File: src/rtl/jtag_scan_sequencer.sv
// Host-side JTAG scan sequencer: expands RESET / SHIFT_IR / SHIFT_DR / RUN_IDLE commands into
// registered TMS/TDI streams for a TAP controller and gathers TDO into a response word.
module jtag_scan_sequencer #(
   parameter int unsigned DATA_W = 32,
   parameter int unsigned LEN_W  = 6
) (
   input  logic              tck_i,
   input  logic              trst_ni,
   input  logic              cmd_valid_i,
   output logic              cmd_ready_o,
   input  logic [1:0]        cmd_type_i,
   input  logic [LEN_W-1:0]  cmd_len_i,
   input  logic [DATA_W-1:0] cmd_data_i,
   output logic              rsp_valid_o,
   output logic [DATA_W-1:0] rsp_data_o,
   output logic              tms_o,
   output logic              tdi_o,
   input  logic              tdo_i,
   output logic              busy_o
);

   // Counter must reach 5 for the reset walk and DATA_W-1 for shifts.
   localparam int unsigned CntW = (LEN_W > 3) ? LEN_W : 3;
   localparam int unsigned IdxW = (DATA_W > 1) ? $clog2(DATA_W) : 1;

   typedef enum logic [1:0] {
      CmdReset   = 2'b00,
      CmdShiftIr = 2'b01,
      CmdShiftDr = 2'b10,
      CmdRunIdle = 2'b11
   } cmdT;

   typedef enum logic [2:0] {
      StInit,
      StReady,
      StPre,
      StShift,
      StPost,
      StIdleWait
   } stateT;

   stateT             stateQ, stateD;
   cmdT               typeQ, typeD;
   logic [CntW-1:0]   cntQ, cntD;
   logic [CntW-1:0]   lenQ, lenD;
   logic [CntW-1:0]   effLen;
   logic [DATA_W-1:0] dataQ, dataD;
   logic [DATA_W-1:0] capQ, capD;
   logic [DATA_W-1:0] rspDataQ, rspDataD;
   logic              rspValidQ, rspValidD;
   logic              tmsQ, tmsD;
   logic              tdiQ, tdiD;
   logic              finish;

   // TMS bit idx of the walk that precedes the shift (or the whole walk for RESET).
   function automatic logic preBit(input cmdT t, input logic [CntW-1:0] idx);
      case (t)
         CmdShiftDr: return idx == CntW'(0);
         CmdShiftIr: return idx < CntW'(2);
         default:    return idx < CntW'(5);
      endcase
   endfunction

   function automatic logic [CntW-1:0] preLast(input cmdT t);
      case (t)
         CmdShiftDr: return CntW'(2);
         CmdShiftIr: return CntW'(3);
         default:    return CntW'(5);
      endcase
   endfunction

   always_comb begin
      effLen = CntW'(cmd_len_i);
      if (cmd_len_i == '0) begin
         effLen = CntW'(1);
      end else if (cmd_type_i != CmdRunIdle && 32'(cmd_len_i) > DATA_W) begin
         effLen = CntW'(DATA_W);
      end
   end

   always_comb begin
      stateD    = stateQ;
      typeD     = typeQ;
      cntD      = cntQ;
      lenD      = lenQ;
      dataD     = dataQ;
      capD      = capQ;
      rspDataD  = rspDataQ;
      rspValidD = 1'b0;
      tmsD      = tmsQ;
      tdiD      = tdiQ;
      finish    = 1'b0;

      unique case (stateQ)
         StInit: begin
            if (cntQ == CntW'(5)) begin
               stateD = StReady;
               cntD   = '0;
               tmsD   = 1'b0;
            end else begin
               cntD = cntQ + CntW'(1);
               tmsD = preBit(CmdReset, cntQ + CntW'(1));
            end
         end
         StReady: begin
            tmsD = 1'b0;
            tdiD = 1'b0;
            if (cmd_valid_i) begin
               typeD = cmdT'(cmd_type_i);
               lenD  = effLen;
               dataD = cmd_data_i;
               capD  = '0;
               cntD  = '0;
               if (cmdT'(cmd_type_i) == CmdRunIdle) begin
                  stateD = StIdleWait;
                  tmsD   = 1'b0;
               end else begin
                  stateD = StPre;
                  tmsD   = preBit(cmdT'(cmd_type_i), '0);
               end
            end
         end
         StPre: begin
            if (cntQ == preLast(typeQ)) begin
               if (typeQ == CmdReset) begin
                  finish   = 1'b1;
                  rspDataD = '0;
               end else begin
                  stateD = StShift;
                  cntD   = '0;
                  tmsD   = (lenQ == CntW'(1));
                  tdiD   = dataQ[0];
                  dataD  = dataQ >> 1;
               end
            end else begin
               cntD = cntQ + CntW'(1);
               tmsD = preBit(typeQ, cntQ + CntW'(1));
            end
         end
         StShift: begin
            capD[cntQ[IdxW-1:0]] = tdo_i;
            if (cntQ == lenQ - CntW'(1)) begin
               stateD = StPost;
               cntD   = '0;
               tmsD   = 1'b1;
               tdiD   = 1'b0;
            end else begin
               cntD  = cntQ + CntW'(1);
               tmsD  = (cntQ + CntW'(2) == lenQ);
               tdiD  = dataQ[0];
               dataD = dataQ >> 1;
            end
         end
         StPost: begin
            if (cntQ == '0) begin
               cntD = CntW'(1);
               tmsD = 1'b0;
            end else begin
               finish   = 1'b1;
               rspDataD = capQ;
            end
         end
         StIdleWait: begin
            if (cntQ == lenQ - CntW'(1)) begin
               finish   = 1'b1;
               rspDataD = '0;
            end else begin
               cntD = cntQ + CntW'(1);
            end
         end
         default: begin
            stateD = StInit;
            cntD   = '0;
            tmsD   = 1'b1;
            tdiD   = 1'b0;
         end
      endcase

      if (finish) begin
         stateD    = StReady;
         cntD      = '0;
         tmsD      = 1'b0;
         tdiD      = 1'b0;
         rspValidD = 1'b1;
      end
   end

   always_ff @(posedge tck_i or negedge trst_ni) begin
      if (!trst_ni) begin
         stateQ    <= StInit;
         typeQ     <= CmdReset;
         cntQ      <= '0;
         lenQ      <= CntW'(1);
         dataQ     <= '0;
         capQ      <= '0;
         rspDataQ  <= '0;
         rspValidQ <= 1'b0;
         tmsQ      <= 1'b1;
         tdiQ      <= 1'b0;
      end else begin
         stateQ    <= stateD;
         typeQ     <= typeD;
         cntQ      <= cntD;
         lenQ      <= lenD;
         dataQ     <= dataD;
         capQ      <= capD;
         rspDataQ  <= rspDataD;
         rspValidQ <= rspValidD;
         tmsQ      <= tmsD;
         tdiQ      <= tdiD;
      end
   end

   assign cmd_ready_o = (stateQ == StReady);
   assign busy_o      = ~cmd_ready_o;
   assign rsp_valid_o = rspValidQ;
   assign rsp_data_o  = rspDataQ;
   assign tms_o       = tmsQ;
   assign tdi_o       = tdiQ;

endmodule

File: config.mk
export PLATFORM = sky130hd
export DESIGN_NAME = jtag_scan_sequencer
export DESIGN_NICKNAME = d
export VERILOG_FILES = /design/src/rtl/jtag_scan_sequencer.sv
export SDC_FILE = /design/constraint.sdc
export NUM_CORES = 1
export LEC_CHECK = 0
export ABC_AREA = 1
export CORE_MARGIN = 4
export CORE_UTILIZATION = 60
export CTS_BUF_LIST = sky130_fd_sc_hd__clkbuf_16
export CTS_CLUSTER_SIZE = 30
export DETAILED_ROUTE_END_ITERATION = 12
export GPL_TIMING_DRIVEN = 0
export PLACE_DENSITY = 0.84
export SYNTH_ARGS = -nofsm -noshare
export SYNTH_HDL_FRONTEND = slang
export SYNTH_SLANG_ARGS = --single-unit
File: constraint.sdc
create_clock -name tck_i -period 3.43 [get_ports tck_i]
set_clock_uncertainty 0.05 [all_clocks]
set_input_delay 0.5145 -clock tck_i [delete_from_list [all_inputs] [get_ports tck_i]]
set_output_delay 0.5145 -clock tck_i [all_outputs]
set_load 0.1 [all_outputs]
==> impl_results.md <==
* Iteration-0 DRC Markers at 439
* Type of the worst setup path: reg2out
* Final setup violation count at 0
* Hold-fix buffers, CTS at 0
* Post-detail-place hpwl at 10.5 mm
* Synth cell types at 38
* Core area at between 9000 and 10000 um^2
* Number of global-route vias before repair at between 5000 and 6000
* Net count after synthesis at 761
* Status: finished clean
* Row count at 36
* Crit. End Element: output port
* Ranking of synthesized cells by area: dfrtp_1 48%, nand2_1 12%, mux2i_1 5.2%
* Port Buffer Count at 80
* Post-CTS sizing at 0
* Pleak at 3.53 nW
* Clk slew on worst S/H paths at 0.05 ns
* Min Tclk post-route at 3.03 ns
* Syn Area/Cell at ~8.4 um^2
* Tot Pwr at 6.70 mW
* DRC viols at 0
* Post-synth top cells: 187 x nand2_1, 114 x dfrtp_1, 64 x inv_1
* CP Cell Sequence: inv_1, nor2_1, nand2_1, inv_1, clkdlybuf4s50_1
* Post-synth EDFFs at 0
* Worst Path Max Fanout at 4
* Clk_lat worst skew at 0.41 ns
* Worst slew margin at 32.5%
* Worst Path Arrival at 2.47 ns
* Grt met2 use at 43.8%
* RSZ-0062 raised after global routing: no
* Min Hold Slack at 0.186 ns
* Clock Root Buffer: clkbuf_16
* CTS tree: yes
* Net count, final at 861
* Synth-to-Final Area Change at 27.5%
* # Post-CTS Setup Buffers at 0
* Max Transition Viols Final at 0
* Height of the die at roughly 110 um
* Yosys top cell area share at between 40% and 50%
* Most numerous cell in the Yosys netlist: nand2_1
* Clock Sink Count at 116
* Fmax achieved at 0.330 GHz
* Max Buffers Root-to-Sink at 2
* Sequential fraction of the synthesis area at 48.7%
* Ant diodes at 0
* Top Ports at 81
* GRT Total Usage at 27.0%
* Placed cell area at roughly 7000 um^2
* Grt ovf at 0
* Vias after detailed routing at between 5000 and 6000
* Routability cong. at 0.892
* Final instance area at 7600 um^2
* # Max-Cap Violations at 0
* Crit-path slowest cell: clkdlybuf4s50_1
* Worst endpoint required time at about 2.9 ns
* Core Util, Final at 78.1%
* Seq cells post-synth at 116
* GR Layer Usage met1 at a little over a third
* First-pass GRT wire length at about 25 mm
* Ys async rst share at 100%
* Via density at 5.60
* Detail Route Antenna Nets at 0
* Initial antenna violation count at 0
* WL final at 14.8 mm
* Avg WL per Cell at 15.5 um
* Worst slew pin tran at 1.01 ns
* Cell repeated most along the worst path: inv_1
* Power Dens Cells at just under 900 nW/um^2
* Post-synth top area cell: dfrtp_1
* Most used DFF post-synth: dfrtp_1
* Fin. Hold Viols at 0
* Drt pass-1 iters at 5
* CP max stage delay at 1.14 ns
* Type of origin of the critical path: flop
* Mapped cell area at 5960 um^2
* H-tree depth at 4
* TritonCTS Buffers at 17
* Initial core utilization at between 60 and 70%
* Hold Path Class: in2async
* Fraction of layout cells with a size suffix above 1 at 9.65%
* Chip width at 108 um
* Largest net degree at the start of global routing at 73
* Global routing's busiest layer: met2
* Tcrit/Tclk final at 88.4%
* Grt met3 use at 6.48%
* DIE AREA at 11600 um^2
* IR drop worst, VDD at 0.660 mV
* YS warnings at 0
* Synthesized instance count at ~710
worst max-delay path: cells and delay by family (launching register included):
kind	cells	cell delay, ns
AND/OR/NAND/NOR	2	0.27
buffers and inverters	3	1.40
flip-flops	1	0.38
stage by stage:
step	TNS (ns)	setup slack, ns	instances
2_1_floorplan	0	0.772	706
3_3_place_gp	-280.34	-2.45	919
3_5_place_dp	0	0.862	920
4_1_cts	0	0.394	952
5_1_grt	0	0.287	952
6_report	0	0.399	952
logic make-up (layout without fill, tap and decap cells):
| kind of cell | after synthesis | count (layout) | synth area share, % |
|---|---|---|---|
| and+or+nand+nor | 322 | 322 | 23.7 |
| AOI/OAI and AO/OA | 119 | 119 | 11.6 |
| DFF | 116 | 116 | 48.7 |
| buffers and inverters | 98 | 211 | 7.16 |
| muxes | 31 | 31 | 5.21 |
| adders and majority gates | 11 | 11 | 2.31 |
| xor gates and xnor gates | 9 | 9 | 1.32 |
power breakdown:
| part | leakage (nW) | internal (mW) | switching [mW] |
|---|---|---|---|
| sequential | 1.54 | 1.71 | 0.227 |
| clock | 0.308 | 1.29 | 0.651 |
| combinational | 1.68 | 0.894 | 1.93 |
| total | 3.53 | 3.89 | 2.81 |
state kept, by name (all words and copies together), names as in the netlist:
register and cells:
capQ 32, cntQ 6, dataQ 32, lenQ 6, rsp_data_o 32, rsp_valid_o 1, stateQ 3, tdi_o 1
tms_o 1, typeQ 2
cells in the final DEF (no fill, tap or decap), drive strengths merged, types with 3 or more instances in the layout:
cell type / Yosys / layout
a21oi: 6 / 6
buf: 20 / 22
bufinv: 0 / 5
clkbuf: 6 / 23
clkdlybuf4s50: 0 / 79
clkinv: 1 / 6
clkinvlp: 0 / 3
dfrtp: 114 / 114
ha: 11 / 11
inv: 71 / 73
mux2i: 31 / 31
nand2: 192 / 192
nand3: 54 / 54
nand4: 10 / 10
nor2: 61 / 61
o211ai: 4 / 4
o21ai: 77 / 77
o22ai: 3 / 3
o31ai: 26 / 26
xnor2: 4 / 4
xor2: 5 / 5
path summary, 6_finish.rpt:
check	start	endpoint	slack, ns	cells past startpoint
max reg2reg	cntQ[1]	rsp_data_o[14]	0.83	8
min in group tck_i	rsp_data_o[10]	rsp_data_o[10]	0.42	2
min reg2reg	rsp_data_o[10]	rsp_data_o[10]	0.42	2
max	stateQ[0]	cmd_ready_o	0.40	5
min	trst_ni	dataQ[9]	0.19	1
max in group asynchronous	trst_ni	capQ[4]	2.40	2
final cells by class:
type | count | area (um^2)
repair buffers | 81 | 818
fillers | 627 | 2130
plain buffers | 26 | 154
clock inverters | 15 | 229
flip-flops and latches | 116 | 2910
clock buffers | 17 | 425
well taps | 133 | 166
multi-input cells | 492 | 2630
inverters | 72 | 273
layer usage:
metal / wire, um / vias to the layer above
met5: 0 / -
met3: 921 / 37
met1: 6170 / 2550
met2: 7300 / 197
met4: 361 / 0
li1: - / 2545
No activity file was read; power rests on OpenSTA's default activity.
